--- config.mk ---
export PLATFORM = sky130hd
export DESIGN_NAME = mac_result_fifo_flat
export DESIGN_NICKNAME = d
export VERILOG_FILES = /design/src/rtl/mac_pkg.sv /design/src/rtl/mac_result_fifo_if.sv /design/src/rtl/mac_fifo_mem.sv /design/src/rtl/mac_result_fifo.sv /design/src/flat_wrapper.sv
export SDC_FILE = /design/constraint.sdc
export NUM_CORES = 1
export LEC_CHECK = 0
export CORE_MARGIN = 10
export CORE_UTILIZATION = 58
export CTS_CLUSTER_DIAMETER = 60
export DETAILED_ROUTE_END_ITERATION = 16
export PLACE_DENSITY = 0.79
export SYNTH_ARGS = -nofsm -noshare
export SYNTH_HDL_FRONTEND = slang
export SYNTH_SLANG_ARGS = --single-unit
--- constraint.sdc ---
create_clock -name clk -period 6.45 [get_ports clk]
set_input_delay 1.6125 -clock clk [delete_from_list [all_inputs] [get_ports clk]]
set_output_delay 1.6125 -clock clk [all_outputs]
set_load 0.01 [all_outputs]
--- src/rtl/mac_pkg.sv ---
// Shared MAC constants and the accumulator result type used by the result FIFO.
package mac_pkg;

    localparam int MAC_IN_W       = 12;
    localparam int MAC_OUT_W      = 24;
    localparam int RES_FIFO_DEPTH = 8;

    typedef logic signed [MAC_OUT_W-1:0] mac_result_t;

endpackage

--- src/rtl/mac_result_fifo_if.sv ---
// Handshake bundle between the MAC result producer/consumer and the result FIFO.
interface mac_result_fifo_if
    import mac_pkg::*;
#(
    parameter int WIDTH = MAC_OUT_W,
    parameter int DEPTH = RES_FIFO_DEPTH
) ();
    localparam int CW = $clog2(DEPTH) + 1;

    logic signed [WIDTH-1:0] data_in;
    logic                    valid_in;
    logic signed [WIDTH-1:0] data_out;
    logic                    valid_out;
    logic                    ready_in;
    logic [CW-1:0]           count;
    logic                    full;
    logic                    empty;
    logic                    drop_err;

    modport master (
        output data_in, valid_in, ready_in,
        input  data_out, valid_out, count, full, empty, drop_err
    );

    modport slave (
        input  data_in, valid_in, ready_in,
        output data_out, valid_out, count, full, empty, drop_err
    );
endinterface

--- src/rtl/mac_fifo_mem.sv ---
// FIFO storage: DEPTH x WIDTH array, clocked write port, combinational read port.
module mac_fifo_mem
    import mac_pkg::*;
#(
    parameter int WIDTH = MAC_OUT_W,
    parameter int DEPTH = RES_FIFO_DEPTH,
    parameter int AW    = $clog2(DEPTH)
) (
    input  logic             clk,
    input  logic             we_i,
    input  logic [AW-1:0]    waddr_i,
    input  logic [WIDTH-1:0] wdata_i,
    input  logic [AW-1:0]    raddr_i,
    output logic [WIDTH-1:0] rdata_o
);
    // Contents are never cleared; the controller masks data_out while empty.
    logic [WIDTH-1:0] mem_q [DEPTH];

    always_ff @(posedge clk) begin
        if (we_i) begin
            mem_q[waddr_i] <= wdata_i;
        end
    end

    assign rdata_o = mem_q[raddr_i];
endmodule

--- src/rtl/mac_result_fifo.sv ---
// Result FIFO behind the MAC: pointers, occupancy, status flags and sticky drop detection.
module mac_result_fifo
    import mac_pkg::*;
#(
    parameter int WIDTH = MAC_OUT_W,
    parameter int DEPTH = RES_FIFO_DEPTH
) (
    input  logic               clk,
    input  logic               reset,
    mac_result_fifo_if.slave   bus
);
    localparam int AW = $clog2(DEPTH);
    localparam int CW = AW + 1;

    logic [AW-1:0]    wr_ptr_q, wr_ptr_d;
    logic [AW-1:0]    rd_ptr_q, rd_ptr_d;
    logic [CW-1:0]    count_q, count_d;
    logic             drop_err_q, drop_err_d;
    logic             push, pop, full, empty;
    logic [WIDTH-1:0] rdata;

    assign full  = (count_q == CW'(DEPTH));
    assign empty = (count_q == '0);

    always_comb begin
        pop        = !empty && bus.ready_in;
        // A pop in the same cycle frees a slot, so a full FIFO still accepts.
        push       = bus.valid_in && (!full || pop);
        wr_ptr_d   = wr_ptr_q;
        rd_ptr_d   = rd_ptr_q;
        count_d    = count_q + CW'(push) - CW'(pop);
        drop_err_d = drop_err_q;
        if (push) begin
            wr_ptr_d = wr_ptr_q + 1'b1;
        end
        if (pop) begin
            rd_ptr_d = rd_ptr_q + 1'b1;
        end
        if (bus.valid_in && !push) begin
            drop_err_d = 1'b1;
        end
    end

    always_ff @(posedge clk) begin
        if (reset) begin
            wr_ptr_q   <= '0;
            rd_ptr_q   <= '0;
            count_q    <= '0;
            drop_err_q <= 1'b0;
        end else begin
            wr_ptr_q   <= wr_ptr_d;
            rd_ptr_q   <= rd_ptr_d;
            count_q    <= count_d;
            drop_err_q <= drop_err_d;
        end
    end

    mac_fifo_mem #(
        .WIDTH (WIDTH),
        .DEPTH (DEPTH)
    ) u_mem (
        .clk     (clk),
        .we_i    (push && !reset),
        .waddr_i (wr_ptr_q),
        .wdata_i (bus.data_in),
        .raddr_i (rd_ptr_q),
        .rdata_o (rdata)
    );

    assign bus.data_out  = empty ? '0 : rdata;
    assign bus.valid_out = !empty;
    assign bus.count     = count_q;
    assign bus.full      = full;
    assign bus.empty     = empty;
    assign bus.drop_err  = drop_err_q;
endmodule

--- src/flat_wrapper.sv ---
// flat-port wrapper written by rule: the top's interface ports become plain ports
module mac_result_fifo_flat import mac_pkg::*;
#(
    parameter int WIDTH = MAC_OUT_W,
    parameter int DEPTH = RES_FIFO_DEPTH
)
  (clk, reset, bus_data_in, bus_valid_in, bus_ready_in, bus_data_out, bus_valid_out, bus_count, bus_full, bus_empty, bus_drop_err);
  mac_result_fifo_if #(.WIDTH(WIDTH), .DEPTH(DEPTH)) bus_i ();
  input  logic clk;
  input  logic reset;
  input wire logic [$bits(bus_i.data_in)-1:0] bus_data_in;
  input wire logic [$bits(bus_i.valid_in)-1:0] bus_valid_in;
  input wire logic [$bits(bus_i.ready_in)-1:0] bus_ready_in;
  output wire logic [$bits(bus_i.data_out)-1:0] bus_data_out;
  output wire logic [$bits(bus_i.valid_out)-1:0] bus_valid_out;
  output wire logic [$bits(bus_i.count)-1:0] bus_count;
  output wire logic [$bits(bus_i.full)-1:0] bus_full;
  output wire logic [$bits(bus_i.empty)-1:0] bus_empty;
  output wire logic [$bits(bus_i.drop_err)-1:0] bus_drop_err;
  assign bus_i.data_in = bus_data_in;
  assign bus_i.valid_in = bus_valid_in;
  assign bus_i.ready_in = bus_ready_in;
  assign bus_data_out = bus_i.data_out;
  assign bus_valid_out = bus_i.valid_out;
  assign bus_count = bus_i.count;
  assign bus_full = bus_i.full;
  assign bus_empty = bus_i.empty;
  assign bus_drop_err = bus_i.drop_err;
  mac_result_fifo #(.WIDTH(WIDTH), .DEPTH(DEPTH)) u_core (.clk(clk), .reset(reset), .bus(bus_i));
endmodule
=== After elaboration in Yosys (flattened, before gate mapping) ===
Memory sizes are Yosys's and may differ from the RTL's. A register that Yosys moved wholly into a read port is not among the register bits.
Index checks and enable logic that the tools add are counted.

* Register bits: 11
* RAM bits: 192
* Output and inout port bits: 32
* Bits in latches: 0
* Bits in read-only memories: 0
* Memories kept: 1

* Shift operators: 0
* Bitwise logic cells: 0
* $mul: 0
* Div/mod/pow operators: 0
* Reductions and logical operators: 10
* Multiplexer cells: 5
* $lt $le $gt $ge: 0
* Add/subtract/negate cells: 4
* Equal/unequal tests: 1

{| class="wikitable"
|+ Memory list
! memory !! depth !! width !! read ports !! clocked after Yosys merged registers in !! wr ports !! line !! source
|-
| u_core.u_mem.mem_q || 8 || 24 || 1 || 1 || 1 || mac_fifo_mem.sv:17 || <nowiki>logic [WIDTH-1:0] mem_q [DEPTH];</nowiki>
|}

{| class="wikitable"
|+ Operators with widths
! cell !! count
|-
| 2-to-1 mux 24 bit || 1
|-
| adder 3 x 1 -> 3 bit (second input constant) || 2
|-
| 2-to-1 mux 3 bit || 2
|-
| adder 4 x 1 -> 4 bit || 1
|-
| == test 4 bit (second input constant) || 1
|-
| logical AND 1 bit || 4
|-
| logical NOT 1 bit || 4
|-
| logical NOT 4 bit || 1
|-
| subtractor 4 x 1 -> 4 bit || 1
|-
| 2-to-1 mux 1 bit || 2
|-
| logical OR 1 bit || 1
|}

=== Longest topological paths before layout ===
Gate-level depths: netlist of run 1.

* Depth after elaboration: 8
* Mapped depth: 13

=== By module ===
Synthesis of run 1 repeated with hierarchy kept, for this count alone.

* Cell total of the unflattened synthesis: 397
* Area total of the unflattened synthesis: 8,155.3 µm²

{| class="wikitable"
|+ By module, submodules not included
! module !! times used !! area an instance (µm²) !! seq. area each (µm²) !! cells an instance
|-
| mac_fifo_mem || 1 || 7,317.0 || 5,765.5 || 290
|-
| mac_result_fifo || 1 || 838.3 || 220.2 || 107
|}

=== Worst setup path after synthesis of run 1 ===
Ideal clock, no wire load.

* Path type: input -> register
* Start: in bus_ready_in
* End: mem u_core.u_mem.mem_q[0][0] in the netlist's numbering, enable pin
* Path slack: 1,405 ps
* Buffers on the path: 0
* Cell stages on the path: 3
* Data arrival time: 4,570 ps
* Library setup time: 474 ps
* Cell sequence: nor2b_1 > o21ai_4 > nor4b_1

* Cells in the longest elaborated chain, start to end: 6

{| class="wikitable"
|+ Ends and longest elaborated chain
! what !! line !! source
|-
| start: declaration || flat_wrapper.sv:13 || <nowiki>input wire logic [$bits(bus_i.ready_in)-1:0] bus_ready_in;</nowiki>
|-
| logical AND 1 bit || mac_result_fifo.sv:26 || <nowiki>pop = !empty && bus.ready_in;</nowiki>
|-
| logical OR 1 bit || mac_result_fifo.sv:28 || <nowiki>push = bus.valid_in && (!full || pop);</nowiki>
|-
| logical AND 1 bit || mac_result_fifo.sv:28 ||
|-
| logical AND 1 bit || mac_result_fifo.sv:63 || <nowiki>.we_i (push && !reset),</nowiki>
|-
| 2-to-1 mux 1 bit || mac_fifo_mem.sv:20 || <nowiki>if (we_i) begin</nowiki>
|-
| 2-to-1 mux 1 bit (implied by the code) || mac_fifo_mem.sv:21 || <nowiki>mem_q[waddr_i] <= wdata_i;</nowiki>
|-
| end: declaration || mac_fifo_mem.sv:17 ||
|}

Every way passes these cells.

==> results of run 1 <==
[where the power goes]
group | leakage, nW | total, mW | internal (mW) | switching, mW
logic | 0.890 | 0.799 | 0.453 | 0.346
clock network | 0.278 | 1.03 | 0.595 | 0.434
registers | 1.85 | 1.61 | 1.52 | 0.0893
[registers in the layout, indices dropped and copies added, names as in the netlist, named ones only]
signal	count
u_core.u_mem.mem_q	192
u_core.wr_ptr_q	3
u_core.bus.count	4
u_core.bus.drop_err	1
u_core.rd_ptr_q	3
[metal layers]
layer | global-route usage (%) | routed length, um | part of all wire (%) | vias up
met5 | 0 | 0 | 0 | -
met4 | 4.98 | 281 | 1.8 | 0
met3 | 3.64 | 1220 | 7.7 | 24
met2 | 29.0 | 8130 | 52 | 177
met1 | 21.8 | 6100 | 39 | 1997
li1 | - | - | - | 1682
[cell families after synthesis]
| logic type | after synthesis |
|---|---|
| flip-flops | 206 |
| multiplexers | 51 |
| AO/OA/AOI/OAI | 40 |
| buffers and inverters | 34 |
| AND/OR/NAND/NOR | 29 |
| adder cells (fa/ha/maj) | 9 |
| XOR/XNOR | 1 |
[layout make-up]
cell class / instances / area [um^2] / share of cell area [%]
Multi-Input combinational cell: 130 / 1790 / 19.1
Sequential cell: 206 / 6050 / 64.6
Clock inverter: 5 / 20.0 / 0.214
Inverter: 15 / 56.3 / 0.601
Timing Repair Buffer: 70 / 673 / 7.19
Tap cell: 176 / 220 / 2.35
Clock buffer: 29 / 556 / 5.93
[how the worst max path moves through the flow]
stage / from / to / slack [ns] / depth (start not counted)
2_1_floorplan: bus_ready_in / u_core.u_mem.mem_q[0][0] / 1.41 / 3
3_3_place_gp: reset / u_core.u_mem.mem_q[6][8] / 2.22 / 5
3_5_place_dp: reset / u_core.u_mem.mem_q[6][8] / 2.12 / 5
4_1_cts: register / bus_data_out[17] / 1.86 / 3
5_1_grt: register / bus_data_out[17] / 1.75 / 3
6_report: register / bus_data_out[17] / 1.94 / 3
[worst register-to-register path, delay by kind of cell, from the launching register on]
kind	cells	cell delay, ns
buffers and inverters	2	0.49
flip-flops	1	0.34
AO/OA/AOI/OAI	1	0.29
adder cells (fa/ha/maj)	1	0.21
AND/OR/NAND/NOR	2	1.08
[placed cells by master (no fill, tap or decap), types with 2 or more instances in the layout]
master,count
nor2_2,2
a22o_1,20
nor4_2,3
inv_2,2
a21oi_1,5
buf_4,11
edfxtp_1,192
nor3_2,3
nor2_1,7
clkinv_1,4
clkbuf_1,8
mux4_2,48
clkbuf_16,21
clkdlybuf4s50_1,59
nand2b_1,3
ha_1,8
or3b_1,2
o21ai_0,2
inv_1,13
nor2b_1,4
a22o_2,4
dfxtp_1,12
[stage by stage]
step	setup WS, ns	hold slack (ns)
4_1_cts	1.86	0.452
5_1_grt	1.75	0.487
3_5_place_dp	2.12	0.438
3_3_place_gp	2.22	0.444
2_1_floorplan	1.41	0.469
6_report	1.94	0.450
==> impl_table.tex, run 1 <==
\begin{tabular}{lr}
\hline
Metric & Value \\
\hline
\multicolumn{2}{l}{\textbf{Critical path}} \\
\quad CP startpoint kind & register \\
\quad Kind of critical path & register to primary output \\
\quad CP peak stage delay & between 0.9 and 1 ns \\
\quad Worst Setup End Kind & primary output \\
\quad Data required time of the critical path & slightly below 5 ns \\
\quad Reg-to-reg endpoint & u\_core.u\_mem.mem\_q[3][7] \\
\quad Critical-path top delay cell & dfxtp\_4 \\
\quad Critical-path cell list & mux4\_2 -> a22o\_1 -> clkdlybuf4s50\_1 \\
\quad Largest driver fanout on the critical path & 48 \\
\quad Cell family with most CP delay & flip-flops \\
\quad FF-to-FF path depth & 6 \\
\quad Worst endpoint data arrival time & 2.89 ns \\
\quad Setup slack of the worst register-to-register path & between 3 and 4 ns \\
\quad Buffers and inverters on the worst path & 1 \\
\quad Worst reg2reg startpoint & u\_core.bus.count[2] \\
\multicolumn{2}{l}{\textbf{Synthesis}} \\
\quad Adder and majority gate portion of the synthesized area & between 1.5 and 2\% \\
\quad Simple-Gate Fraction of Synth Area & between 2 and 2.5\% \\
\quad Ranking of synthesized cells by instance count & 192 x edfxtp\_1, 48 x mux4\_2, 20 x a22o\_1 \\
\quad Synth Instances & 370 \\
\quad Synth async-reset ratio & 0\% \\
\quad Fraction of synthesized area in multiplexers & between 10\% and 20\% \\
\quad YS warnings & 0 \\
\quad Fraction of the mapped netlist area in compound gates & around 4.2\% \\
\quad Combinational family with the most area after synthesis & multiplexers \\
\quad Number of enable-type register cells in the synthesized netlist & 192 \\
\quad Post-Synthesis Cell Area & 7970 um\^{}2 \\
\quad Cells taking the most area after synthesis & edfxtp\_1 72\%, mux4\_2 14\%, dfxtp\_1 3.5\% \\
\quad Mean post-synth cell area & between 20 and 25 um\^{}2 \\
\quad Area share of the leading cell type in the synthesized netlist & between 70 and 80\% \\
\quad Cell with the most instances after synthesis & edfxtp\_1 \\
\quad Most common flop cell mapped by yosys & edfxtp\_1 \\
\quad Number of distinct library cell variants in the gate-level netlist after synthesis & 40 \\
\quad Largest area contributor in the netlist & edfxtp\_1 \\
\quad Synthesized-area fraction occupied by xor and xnor cells & less than 1\% \\
\quad Synthesized net count & slightly above 400 \\
\quad Number of storage elements in the synthesis netlist & around 210 \\
\quad Sequential fraction of the synthesis area & about three quarters \\
\multicolumn{2}{l}{\textbf{Cells and area}} \\
\quad Final cell count without fillers & 631 \\
\quad Post-layout net count & around 480 \\
\quad Utilization after layout & 70.2\% \\
\quad Fill cell count & $\sim$820 \\
\quad Non-Filler Cell Area, Final & approximately 9400 um\^{}2 \\
\quad Share of post-route cells with drive strength above 1 & 23.1\% \\
\quad Synthesis-to-finish area growth & 17.5\% \\
\quad Antenna diode instance count & 0 \\
\multicolumn{2}{l}{\textbf{Run}} \\
\quad Number of violations of the max-capacitance limit & 0 \\
\multicolumn{2}{l}{\textbf{STA}} \\
\quad Final setup viols & 0 \\
\quad Unrepaired setup endpoints after global routing & false \\
\quad Worst slew margin relative to its limit & 36.4\% \\
\quad Maximum achievable frequency & between 200 and 250 MHz \\
\quad Final hold violation count & 0 \\
\quad Summed negative setup slack over all endpoints & 0 ns \\
\quad Setup Skew & about 0.010 ns \\
\quad Pin slew with the least headroom to its limit & $\sim$0.95 ns \\
\quad Final Max Slew Viols & 0 \\
\quad Share of the cycle needed by the critical path after routing & between 60\% and 70\% \\
\quad Clock period minus worst slack & about 4.5 ns \\
\multicolumn{2}{l}{\textbf{Pwr}} \\
\quad Total chip power & 3.44 mW \\
\quad Max VDD drop & around 0.23 mV \\
\quad Power per cell area & about 370 nW/um\^{}2 \\
\quad Static Leakage & just over 3 nW \\
\multicolumn{2}{l}{\textbf{GRT}} \\
\quad Overall Global Routing Usage & approximately 17\% \\
\quad Vias in the first global route & 4148 \\
\quad Number of antenna violations at the first check in global routing & 0 \\
\quad Maximum number of pins on one net before global-route repair & approximately 50 \\
\quad Leftover overflow at the end of global routing & 0 \\
\quad First-pass GRT wire length & 24.2 mm \\
\multicolumn{2}{l}{\textbf{Placement}} \\
\quad Placed Instance Area & 8790 um\^{}2 \\
\quad Cell count after placement & 597 \\
\quad Half-perimeter wire length of the detailed placement result & about 9 mm \\
\quad Routability congestion estimate from global placement & 0.789 \\
\quad \# port buffers & 59 \\
\multicolumn{2}{l}{\textbf{Route}} \\
\quad Aggregate routed wire length & around 16 mm \\
\quad Routed len/inst & between 20 and 25 um \\
\quad Via-to-Cell Ratio & between 6 and 7 \\
\quad DRT iter0 DRCs & between 300 and 400 \\
\quad DRC violation count after routing & 0 \\
\quad Number of routed nets with antenna violations & 0 \\
\quad Via Count & 3880 \\
\quad Length of the first detailed-routing pass in iterations & 5 \\
\multicolumn{2}{l}{\textbf{Floorplanning}} \\
\quad Die width & between 100 and 150 um \\
\quad Die boundary height & between 100 and 150 um \\
\quad Core ar. & 13300 um\^{}2 \\
\quad Effective utilization at floorplan & about 60\% \\
\quad Core Rows & 42 \\
\quad Overall die area & $\sim$19000 um\^{}2 \\
\quad Number of primary I/O pins & 60 \\
\multicolumn{2}{l}{\textbf{Worst hold path}} \\
\quad Worst-case hold path end point & u\_core.bus.drop\_err \\
\quad Min-Delay Path Depth & 2 \\
\quad Startpoint of the lowest-slack hold path & u\_core.bus.drop\_err \\
\quad Hold crit path type & register to register \\
\multicolumn{2}{l}{\textbf{Clocking}} \\
\quad Clock tree from TritonCTS & yes \\
\quad Clock latency reported for the late side of the worst-skew pair & around 0.48 ns \\
\quad Number of hold buffers added after cts & 0 \\
\quad Clk buf depth & 3 \\
\quad Post CTS Setup Buffer Count & 0 \\
\quad Number of sinks handled by clock tree synthesis & a little over 200 \\
\quad Gates resized, CTS repair & 0 \\
\quad Number of buffers created by CTS & 21 \\
\quad Clock Root Buffer & clkbuf\_16 \\
\quad Clock Pin Slew Worst Setup and Hold Paths & about 0.06 ns \\
\quad Number of H-tree levels & 1 \\
\multicolumn{2}{l}{\textbf{Outcome}} \\
\quad Status & finished, final reports clean \\
\hline
\end{tabular}
No activity file was read; power rests on OpenSTA's default activity.
==> run 2, diff against run 1 <==
==> constraint.sdc (replaced) <==
create_clock -name clk -period 4.7 [get_ports clk]
set_input_delay 1.175 -clock clk [delete_from_list [all_inputs] [get_ports clk]]
set_output_delay 1.175 -clock clk [all_outputs]
set_load 0.01 [all_outputs]
==> impl_table.tex, run 2 (same netlist as run 1, synthesis figures left out) <==
\begin{tabular}{lr}
\hline
Metric & Value \\
\hline
\multicolumn{2}{l}{\textbf{Pwr}} \\
\quad Max VDD drop & roughly 0.34 mV \\
\quad Static Leakage & 3.08 nW \\
\quad Power per cell area & 515 nW/um\^{}2 \\
\multicolumn{2}{l}{\textbf{Clocking}} \\
\quad Number of buffers created by CTS & 20 \\
\quad Clock tree from TritonCTS & yes \\
\quad Clock Pin Slew Worst Setup and Hold Paths & about 0.06 ns \\
\quad Clock Root Buffer & clkbuf\_16 \\
\quad Number of hold buffers added after cts & 0 \\
\quad Gates resized, CTS repair & 0 \\
\quad Number of sinks handled by clock tree synthesis & 206 \\
\quad Post CTS Setup Buffer Count & 0 \\
\quad Clock latency reported for the late side of the worst-skew pair & about 0.48 ns \\
\quad Clk buf depth & 3 \\
\quad Number of H-tree levels & 1 \\
\multicolumn{2}{l}{\textbf{Critical path}} \\
\quad Crit path depth & 8 \\
\quad Critical-path cell list & inv\_1 -> ha\_1 -> or3b\_1 -> inv\_2 -> nor2\_2 -> buf\_4 -> a22o\_2 -> clkdlybuf4s50\_1 \\
\quad Worst Setup End Kind & primary output \\
\quad Buffers and inverters on the worst path & 4 \\
\quad Largest driver fanout on the critical path & 9 \\
\quad CP startpoint kind & register \\
\quad Setup slack of the worst register-to-register path & approximately 2.1 ns \\
\quad Critical-path top delay cell & clkdlybuf4s50\_1 \\
\quad Worst endpoint data arrival time & roughly 3.1 ns \\
\quad Data required time of the critical path & roughly 3.5 ns \\
\quad Cell family with most CP delay & buffers and inverters \\
\quad CP peak stage delay & around 0.55 ns \\
\quad FF-to-FF path depth & 12 \\
\quad Kind of critical path & register to primary output \\
\multicolumn{2}{l}{\textbf{STA}} \\
\quad Fin Hold WS & roughly 0.46 ns \\
\quad Final setup viols & 0 \\
\quad Maximum achievable frequency & between 200 and 250 MHz \\
\quad Unrepaired setup endpoints after global routing & false \\
\quad Setup Skew & about 0.016 ns \\
\quad Share of the cycle needed by the critical path after routing & between 90 and 100\% \\
\quad Pin slew with the least headroom to its limit & $\sim$0.66 ns \\
\quad Clock period minus worst slack & roughly 4.2 ns \\
\quad Final hold violation count & 0 \\
\quad Summed negative setup slack over all endpoints & 0 ns \\
\quad Worst slew margin relative to its limit & 55.4\% \\
\quad Final Max Slew Viols & 0 \\
\multicolumn{2}{l}{\textbf{Route}} \\
\quad DRC violation count after routing & 0 \\
\quad Via Count & between 3000 and 4000 \\
\quad Routed len/inst & between 20 and 25 um \\
\quad Length of the first detailed-routing pass in iterations & 4 \\
\quad Via-to-Cell Ratio & 5.97 \\
\quad Aggregate routed wire length & about 15 mm \\
\quad Number of routed nets with antenna violations & 0 \\
\quad DRT iter0 DRCs & between 300 and 400 \\
\multicolumn{2}{l}{\textbf{Floorplanning}} \\
\quad Core Rows & 42 \\
\quad Overall die area & roughly 19000 um\^{}2 \\
\quad Die boundary height & 137 um \\
\quad Effective utilization at floorplan & between 50\% and 60\% \\
\quad Die width & around 140 um \\
\quad Core ar. & approximately 13000 um\^{}2 \\
\quad Number of primary I/O pins & 60 \\
\multicolumn{2}{l}{\textbf{GRT}} \\
\quad Number of antenna violations at the first check in global routing & 0 \\
\quad Leftover overflow at the end of global routing & 0 \\
\quad Maximum number of pins on one net before global-route repair & 40 \\
\quad Vias in the first global route & about 4200 \\
\quad First-pass GRT wire length & 24.0 mm \\
\quad Overall Global Routing Usage & 16.6\% \\
\multicolumn{2}{l}{\textbf{Cells and area}} \\
\quad Share of post-route cells with drive strength above 1 & 25.0\% \\
\quad Most used cells in the layout excluding fill and tap cells & 192 x edfxtp\_1, 59 x clkdlybuf4s50\_1, 48 x mux4\_2 \\
\quad Largest register FFs & 192 \\
\quad Leading cell type in the layout, fill and taps excluded & edfxtp\_1 \\
\quad Post-layout net count & 483 \\
\quad Top reg by flops & u\_core.u\_mem.mem\_q \\
\quad Final cell count without fillers & roughly 640 \\
\quad Antenna diode instance count & 0 \\
\quad Synthesis-to-finish area growth & 19.1\% \\
\multicolumn{2}{l}{\textbf{Placement}} \\
\quad \# port buffers & just under 60 \\
\quad Routability congestion estimate from global placement & $\sim$0.76 \\
\quad Half-perimeter wire length of the detailed placement result & 8.92 mm \\
\quad Cell count after placement & 600 \\
\multicolumn{2}{l}{\textbf{Worst hold path}} \\
\quad Hold crit path type & register to register \\
\quad Min-Delay Path Depth & 2 \\
\multicolumn{2}{l}{\textbf{Run}} \\
\quad Number of violations of the max-capacitance limit & 0 \\
\multicolumn{2}{l}{\textbf{Outcome}} \\
\quad Status & finished, final reports clean \\
\hline
\end{tabular}
run 2: stage by stage:
stage / area (um^2) / total power [mW] / util [%] / worst slack, ns
6_report: 9490 / 4.89 / 71.1 / 0.461
5_1_grt: 9490 / 5.10 / 71.1 / 0.208
4_1_cts: 9490 / 4.95 / 71.1 / 0.394
3_5_place_dp: 8830 / 3.37 / 66.1 / 0.938
3_3_place_gp: 8830 / 3.34 / 66.1 / 0.994
2_1_floorplan: 7970 / 2.87 / - / 0.0926
run 2: final timing paths:
kind | from | end
max | u_core.bus.count[2] | bus_data_out[1]
min | u_core.bus.drop_err | u_core.bus.drop_err
max reg2reg | u_core.bus.count[2] | u_core.bus.count[2]
min reg2reg | u_core.bus.drop_err | u_core.bus.drop_err
run 2: layout make-up:
cell class	count	area (um^2)
multi-input combinational	130	1790
fill	805	3860
tap	176	220
clock buffer	32	617
sequential	206	6050
inverter	15	56.3
clock inverter	4	47.5
timing repair buffer	73	708
run 2: metal layers:
layer / share of wire [%] / global-route usage [%] / vias up
li1: - / - / 1689
met1: 40 / 20.9 / 1969
met2: 53 / 29.0 / 121
met3: 6.1 / 3.35 / 18
met4: 1.2 / 4.10 / 0
met5: 0 / 0 / -
run 2: worst min-delay path, stage by stage (launching register included):
cell and delay, ns:
dfxtp_1 0.31, inv_1 0.05, a21oi_1 0.05
run 2: report_power, final:
part           total [mW]  internal, mW  switching [mW]
Combinational        1.15         0.634           0.514
Clock                1.58         0.955           0.624
Sequential           2.16          2.09          0.0787
Total                4.89          3.67            1.22
